<file path="src/rtl/encdec_pkg.sv">
// Shared constants and types for the Ring-LWE encode/decode datapath.
package encdec_pkg;

    localparam int unsigned Q_DEFAULT = 7681;
    localparam int unsigned BARRETT_K = 32;

    typedef logic [13:0] coeff_t;
    typedef logic [29:0] product_t;

    // Barrett multiplier M = floor(2^K / q).
    function automatic int unsigned barrett_m(input int unsigned q);
        longint unsigned two_k;
        two_k = 64'd1 << BARRETT_K;
        return 32'(two_k / 64'(q));
    endfunction

endpackage

</file>
<file path="src/rtl/encdec_mod_reduce_stage.sv">
// One pipeline register slice: valid, payload, tag and last, advancing on en.
module encdec_mod_reduce_stage #(
    parameter int unsigned W     = 1,
    parameter int unsigned TAG_W = 8
) (
    input  logic             clk,
    input  logic             rst_n,
    input  logic             en,
    input  logic             in_valid,
    input  logic [W-1:0]     in_data,
    input  logic [TAG_W-1:0] in_tag,
    input  logic             in_last,
    output logic             out_valid,
    output logic [W-1:0]     out_data,
    output logic [TAG_W-1:0] out_tag,
    output logic             out_last
);

    always_ff @(posedge clk or negedge rst_n) begin
        if (!rst_n) begin
            out_valid <= 1'b0;
            out_data  <= '0;
            out_tag   <= '0;
            out_last  <= 1'b0;
        end else if (en) begin
            out_valid <= in_valid;
            out_data  <= in_data;
            out_tag   <= in_tag;
            out_last  <= in_last;
        end
    end

endmodule

</file>
<file path="src/rtl/encdec_mod_reduce.sv">
// Three-stage Barrett reducer: x mod Q with in-order valid/ready handshake
// and tag/last sideband. All stages share one enable, so stalls never drop beats.
module encdec_mod_reduce
    import encdec_pkg::*;
#(
    parameter int unsigned Q      = Q_DEFAULT,
    parameter int unsigned DIN_W  = 30,
    parameter int unsigned DOUT_W = 14,
    parameter int unsigned TAG_W  = 8
) (
    input  logic              ap_clk,
    input  logic              ap_rst_n,
    input  logic              in_valid,
    output logic              in_ready,
    input  logic [DIN_W-1:0]  in_data,
    input  logic [TAG_W-1:0]  in_tag,
    input  logic              in_last,
    output logic              out_valid,
    input  logic              out_ready,
    output logic [DOUT_W-1:0] out_data,
    output logic [TAG_W-1:0]  out_tag,
    output logic              out_last
);

    // M < 2^20 for any Q above 2^12, so p = x*M needs DIN_W+20 bits.
    localparam int unsigned M_W  = 20;
    localparam int unsigned P_W  = DIN_W + M_W;
    localparam int unsigned T_W  = P_W - BARRETT_K;
    localparam int unsigned S1_W = DIN_W + P_W;
    localparam int unsigned R_W  = DOUT_W + 1;

    localparam logic [P_W-1:0]   M_P = P_W'(barrett_m(Q));
    localparam logic [DIN_W-1:0] Q_D = DIN_W'(Q);
    localparam logic [R_W-1:0]   Q_R = R_W'(Q);

    logic en;

    logic              s1_valid;
    logic [S1_W-1:0]   s1_data;
    logic [TAG_W-1:0]  s1_tag;
    logic              s1_last;
    logic [S1_W-1:0]   s1_data_next;

    logic              s2_valid;
    logic [R_W-1:0]    s2_data;
    logic [TAG_W-1:0]  s2_tag;
    logic              s2_last;
    logic [R_W-1:0]    s2_data_next;

    logic [DOUT_W-1:0] s3_data_next;

    logic [DIN_W-1:0]  x_s1;
    logic [P_W-1:0]    p_s1;
    logic [T_W-1:0]    t_s1;
    logic [DIN_W-1:0]  tq_s1;

    assign en       = !out_valid || out_ready;
    assign in_ready = en;

    // S1 input: product with the Barrett constant, left to DSP inference.
    assign s1_data_next = {in_data, P_W'(in_data) * M_P};

    // S2 input: quotient estimate and remainder; the true remainder is below 2Q,
    // so the modular DIN_W-bit subtraction truncated to R_W bits is exact.
    assign x_s1         = s1_data[P_W +: DIN_W];
    assign p_s1         = s1_data[P_W-1:0];
    assign t_s1         = T_W'(p_s1 >> BARRETT_K);
    assign tq_s1        = DIN_W'(t_s1) * Q_D;
    assign s2_data_next = R_W'(x_s1 - tq_s1);

    // S3 input: the single conditional subtract.
    assign s3_data_next = (s2_data >= Q_R) ? DOUT_W'(s2_data - Q_R) : DOUT_W'(s2_data);

    encdec_mod_reduce_stage #(.W(S1_W), .TAG_W(TAG_W)) u_s1 (
        .clk       (ap_clk),
        .rst_n     (ap_rst_n),
        .en        (en),
        .in_valid  (in_valid),
        .in_data   (s1_data_next),
        .in_tag    (in_tag),
        .in_last   (in_last),
        .out_valid (s1_valid),
        .out_data  (s1_data),
        .out_tag   (s1_tag),
        .out_last  (s1_last)
    );

    encdec_mod_reduce_stage #(.W(R_W), .TAG_W(TAG_W)) u_s2 (
        .clk       (ap_clk),
        .rst_n     (ap_rst_n),
        .en        (en),
        .in_valid  (s1_valid),
        .in_data   (s2_data_next),
        .in_tag    (s1_tag),
        .in_last   (s1_last),
        .out_valid (s2_valid),
        .out_data  (s2_data),
        .out_tag   (s2_tag),
        .out_last  (s2_last)
    );

    encdec_mod_reduce_stage #(.W(DOUT_W), .TAG_W(TAG_W)) u_s3 (
        .clk       (ap_clk),
        .rst_n     (ap_rst_n),
        .en        (en),
        .in_valid  (s2_valid),
        .in_data   (s3_data_next),
        .in_tag    (s2_tag),
        .in_last   (s2_last),
        .out_valid (out_valid),
        .out_data  (out_data),
        .out_tag   (out_tag),
        .out_last  (out_last)
    );

endmodule
</file>
<file path="config.mk">
export PLATFORM = sky130hd
export DESIGN_NAME = encdec_mod_reduce
export DESIGN_NICKNAME = d
export VERILOG_FILES = /design/src/rtl/encdec_pkg.sv /design/src/rtl/encdec_mod_reduce_stage.sv /design/src/rtl/encdec_mod_reduce.sv
export SDC_FILE = /design/constraint.sdc
export NUM_CORES = 1
export LEC_CHECK = 0
export ABC_AREA = 1
export CAP_MARGIN = 20
export CORE_ASPECT_RATIO = 1.2
export CORE_MARGIN = 2
export CORE_UTILIZATION = 50
export CTS_CLUSTER_SIZE = 30
export DETAILED_ROUTE_END_ITERATION = 8
export MAX_ROUTING_LAYER = met4
export PLACE_DENSITY = 0.8
export SLEW_MARGIN = 40
export SYNTH_ARGS = -nofsm -noshare
export SYNTH_HDL_FRONTEND = slang
export SYNTH_SLANG_ARGS = --single-unit
</file>
<file path="constraint.sdc">
create_clock -name ap_clk -period 4.35 [get_ports ap_clk]
set_input_delay 0.435 -clock ap_clk [delete_from_list [all_inputs] [get_ports ap_clk]]
set_output_delay 0.435 -clock ap_clk [all_outputs]
set_load 0.01 [all_outputs]
</file>
==> results.md <==
* DR iter-0 viols at 692
* Max-slew violations at 0
* #FFs+latches synth at 89
* Die Height at 198.5 µm
* Number of global-route vias before repair at 14.71k
* Syn Nets at 2587
* Clk_lat worst skew at 0.35 ns
* DIE AREA at 0.03297 mm²
* Vias at 13.74k
* Largest family of logic cells by synthesized area: adder cells
* Worst-path fanout max at 4
* Fin crit period at 5.118 ns
* Setup crit end kind: flip-flop
* Worst Slack Setup Final at -0.7685 ns
* Number of max-cap violations at 0
* Total GRT Usage at 27.12%
* Ratio of cells with drive above 1 in the final layout at 26.75%
* CP arrival at 5.36 ns
* Post-CTS Hold Fix Bufs at 0
* DR pass1 iterations at 5
* Simple-Gate Fraction of Synth Area at 21.59%
* Share of the yosys chip area belonging to registers at 14.13%
* Adder-cell share of the synthesized area at 42.99%
* Min-Delay Path Class: input pin to asynchronous set/reset pin
* Outcome: finished, violations left
* Final period utilization at 117.7%
* GP Congestion at 0.9712
* Fillers at 2446
* Max Fclk at 195.4 MHz
* Relative slew slack at 55.39%
* Crit path kind: input pin to flip-flop
* First-pass GRT wire length at 69370 µm
* Utilization after layout at 65.45%
* Clock transition at path regs at 0.07 ns
* IO buf count at 67
* Clock sinks at 89
* Standard-cell rows at 71
* RSZ-0062 raised after global routing: yes
* Sequential cell area at 0.002228 mm²
* ANT nets after route at 0
* Place WS at -1.606 ns
* Gr ovfl total at 0
* Worst slew pin tran at 0.6691 ns
* Failing checks: setup timing
* Initial antenna violation count at 0
* Syn_area_per_cell at 7.457 µm²
* I/O Pins at 68
* CTS max path bufs at 2
* Gate Count Post-Synth at 2114
* Multi-input gate area at 0.01264 mm²
* Antenna diodes at 0
* Multiplexer share of the synthesized area at 0%
* DR vias/cell at 4.937
* Synth Area in XOR/XNOR at 1.611%
* Mapped cell area at 0.01576 mm²
* Compound-Gate Fraction of Synth Area at 3.905%
* Final setup fails at 16
* Drt total wl at 43590 µm
* Total CTS buffers at 9
* Initial Utilization at 50.56%
* Root Buffer: clkbuf_16
* Final net count at 2849
* Synth warn at 0
* DP Wirelength at 35870 µm
* Cell variety after synth at 41
* Skew final at 0.01094 ns
* H-tree depth at 3
* Area grow syn2layout at 29.47%
* Largest net degree at the start of global routing at 92
* Final Hold Violating Endpoints at 0
* Critical Path Source Type: input pin
* Die W at 166.1 µm
* TritonCTS clock tree: yes
* Worst Path Required at 4.59 ns
* DRC at 0
* DR WL/cell at 15.67 µm
* Core Box Area at 0.03118 mm²
-- stage by stage --
stage | instances | hold WS (ns) | setup TNS [ns] | cell area (µm²)
after floorplan | 2114 | 0.1394 | -8.474 | 16520
after global placement | 2721 | 0.4306 | -21.74 | 18810
after detailed placement | 2721 | 0.4270 | -23.51 | 18810
after CTS | 2771 | 0.1468 | -8.893 | 19950
after global routing | 2782 | 0.1764 | -12.87 | 20410
final | 2782 | 0.1251 | -10.18 | 20410
-- layout make-up --
cell class / count / share of cell area [%]
Tap cell: 401 / 2.458
Clock inverter: 7 / 0.3433
Sequential cell: 89 / 10.92
Timing Repair Buffer: 272 / 11.17
Clock buffer: 9 / 1.103
Inverter: 635 / 12.06
Multi-Input combinational cell: 1369 / 61.94
-- placed cells by master (no fill, tap or decap), drive strengths merged, types with 2 or more instances in the layout --
cell type,instances
nor3,10
a21oi,38
or2,2
ha,244
o22ai,2
inv,624
nand4,23
clkinvlp,14
clkbuf,9
nand2,581
buf,224
dfrtp,89
o21ai,46
xor2,16
nand3,74
nor2,114
dlygate4sd2,8
clkdlybuf4s15,3
xnor2,13
clkinv,4
a31oi,13
fa,186
clkdlybuf4s50,37
-- critical path: stages --
cell and delay (ns):
buf_6 0.09, clkinvlp_4 0.13, fa_1 0.56, inv_1 0.05, ha_1 0.27, inv_1 0.05
fa_1 0.51, inv_1 0.05, ha_1 0.28, inv_2 0.04, fa_1 0.48, inv_1 0.06
fa_1 0.48, inv_1 0.05, fa_1 0.50, inv_2 0.05, ha_4 0.29, nand2_4 0.08
nor2_4 0.19, inv_2 0.06, nor2_4 0.10, buf_4 0.12, nand4_1 0.13, nand3_1 0.11
nand2_1 0.05, nand3_1 0.07, nand2_1 0.06
-- synth_stat cells --
master	count	area [µm²]
o21ai_1	2	10.01
o21bai_1	1	7.510
buf_12	1	20.02
and2_1	1	6.260
clkbuf_2	1	5.000
inv_2	15	56.30
a21oi_1	38	190.2
nor2_2	18	112.6
nor2_1	93	349.1
o31ai_1	1	7.510
nand4_2	1	12.51
nand4_1	22	137.6
nand3_4	3	52.55
xor2_1	16	140.1
o22ai_1	2	12.51
nor3_1	8	40.04
clkinv_4	1	8.760
nor2_4	3	33.78
ha_1	244	3053
buf_2	2	10.01
a21o_1	1	7.510
a31oi_1	4	25.02
nand3b_1	1	7.510
inv_1	617	2316
or2_2	2	12.51
dfrtp_1	89	2227
nand3_2	3	30.03
nand2_2	22	137.6
o211ai_1	1	7.510
nor3_4	2	32.53
fa_1	186	3724
nand2_1	559	2098
a31oi_2	9	112.6
clkbuf_1	12	45.04
nand3_1	68	340.3
o21ai_2	2	17.52
o21ai_0	42	210.2
xnor2_1	13	113.9
o21a_1	1	7.510
clkinv_1	2	7.510
buf_1	5	18.77
-- flip-flops by register name, summed over array words and instances, names as in the netlist --
register	flops
u_s1.out_data	30
u_s2.out_data	15
u_s3.out_data	14
u_s1.out_tag	8
u_s2.out_tag	8
u_s3.out_tag	8
u_s1.out_last	1
u_s1.out_valid	1
u_s2.out_last	1
u_s2.out_valid	1
u_s3.out_last	1
u_s3.out_valid	1
-- metal layers --
metal / wire [µm] / vias up / GRT usage (%)
met5: 0 / - / -
met4: 2197 / 0 / 12.08
met3: 1422 / 121 / 2.845
met2: 23500 / 327 / 51.99
met1: 16470 / 6544 / 28.00
li1: - / 6744 / -
-- cells by family after synthesis --
kind of cell    after synthesis
simple gates                806
compound gates              104
fa+ha+maj                   430
buf+inv                     656
xor+xnor                     29
flops                        89
-- repair_timing --
action / 4_1_cts / 5_1_grt
setup endpoints to repair: 18 / 17
setup buffers: 34 / 11
gates resized for setup: 262 / 97
pin swaps: 137 / 79
-- final timing paths --
| path | startpoint | end | slack [ns] | cells after the start |
|---|---|---|---|---|
| min in group ap_clk | u_s2.out_valid | u_s3.out_valid | 0.45 | 2 |
| max in group asynchronous | ap_rst_n | u_s2.out_tag[6] | 3.28 | 2 |
| setup reg to reg | u_s1.out_data[33] | u_s2.out_data[14] | -0.01 | 18 |
| hold reg to reg | u_s2.out_valid | u_s3.out_valid | 0.45 | 2 |
| setup / recovery | in_data[15] | u_s1.out_data[36] | -0.77 | 27 |
| hold / removal | ap_rst_n | u_s2.out_data[2] | 0.13 | 1 |
Power is not shown: default switching activity piles up to over one toggle a cycle in this logic, so the estimate is an artifact.
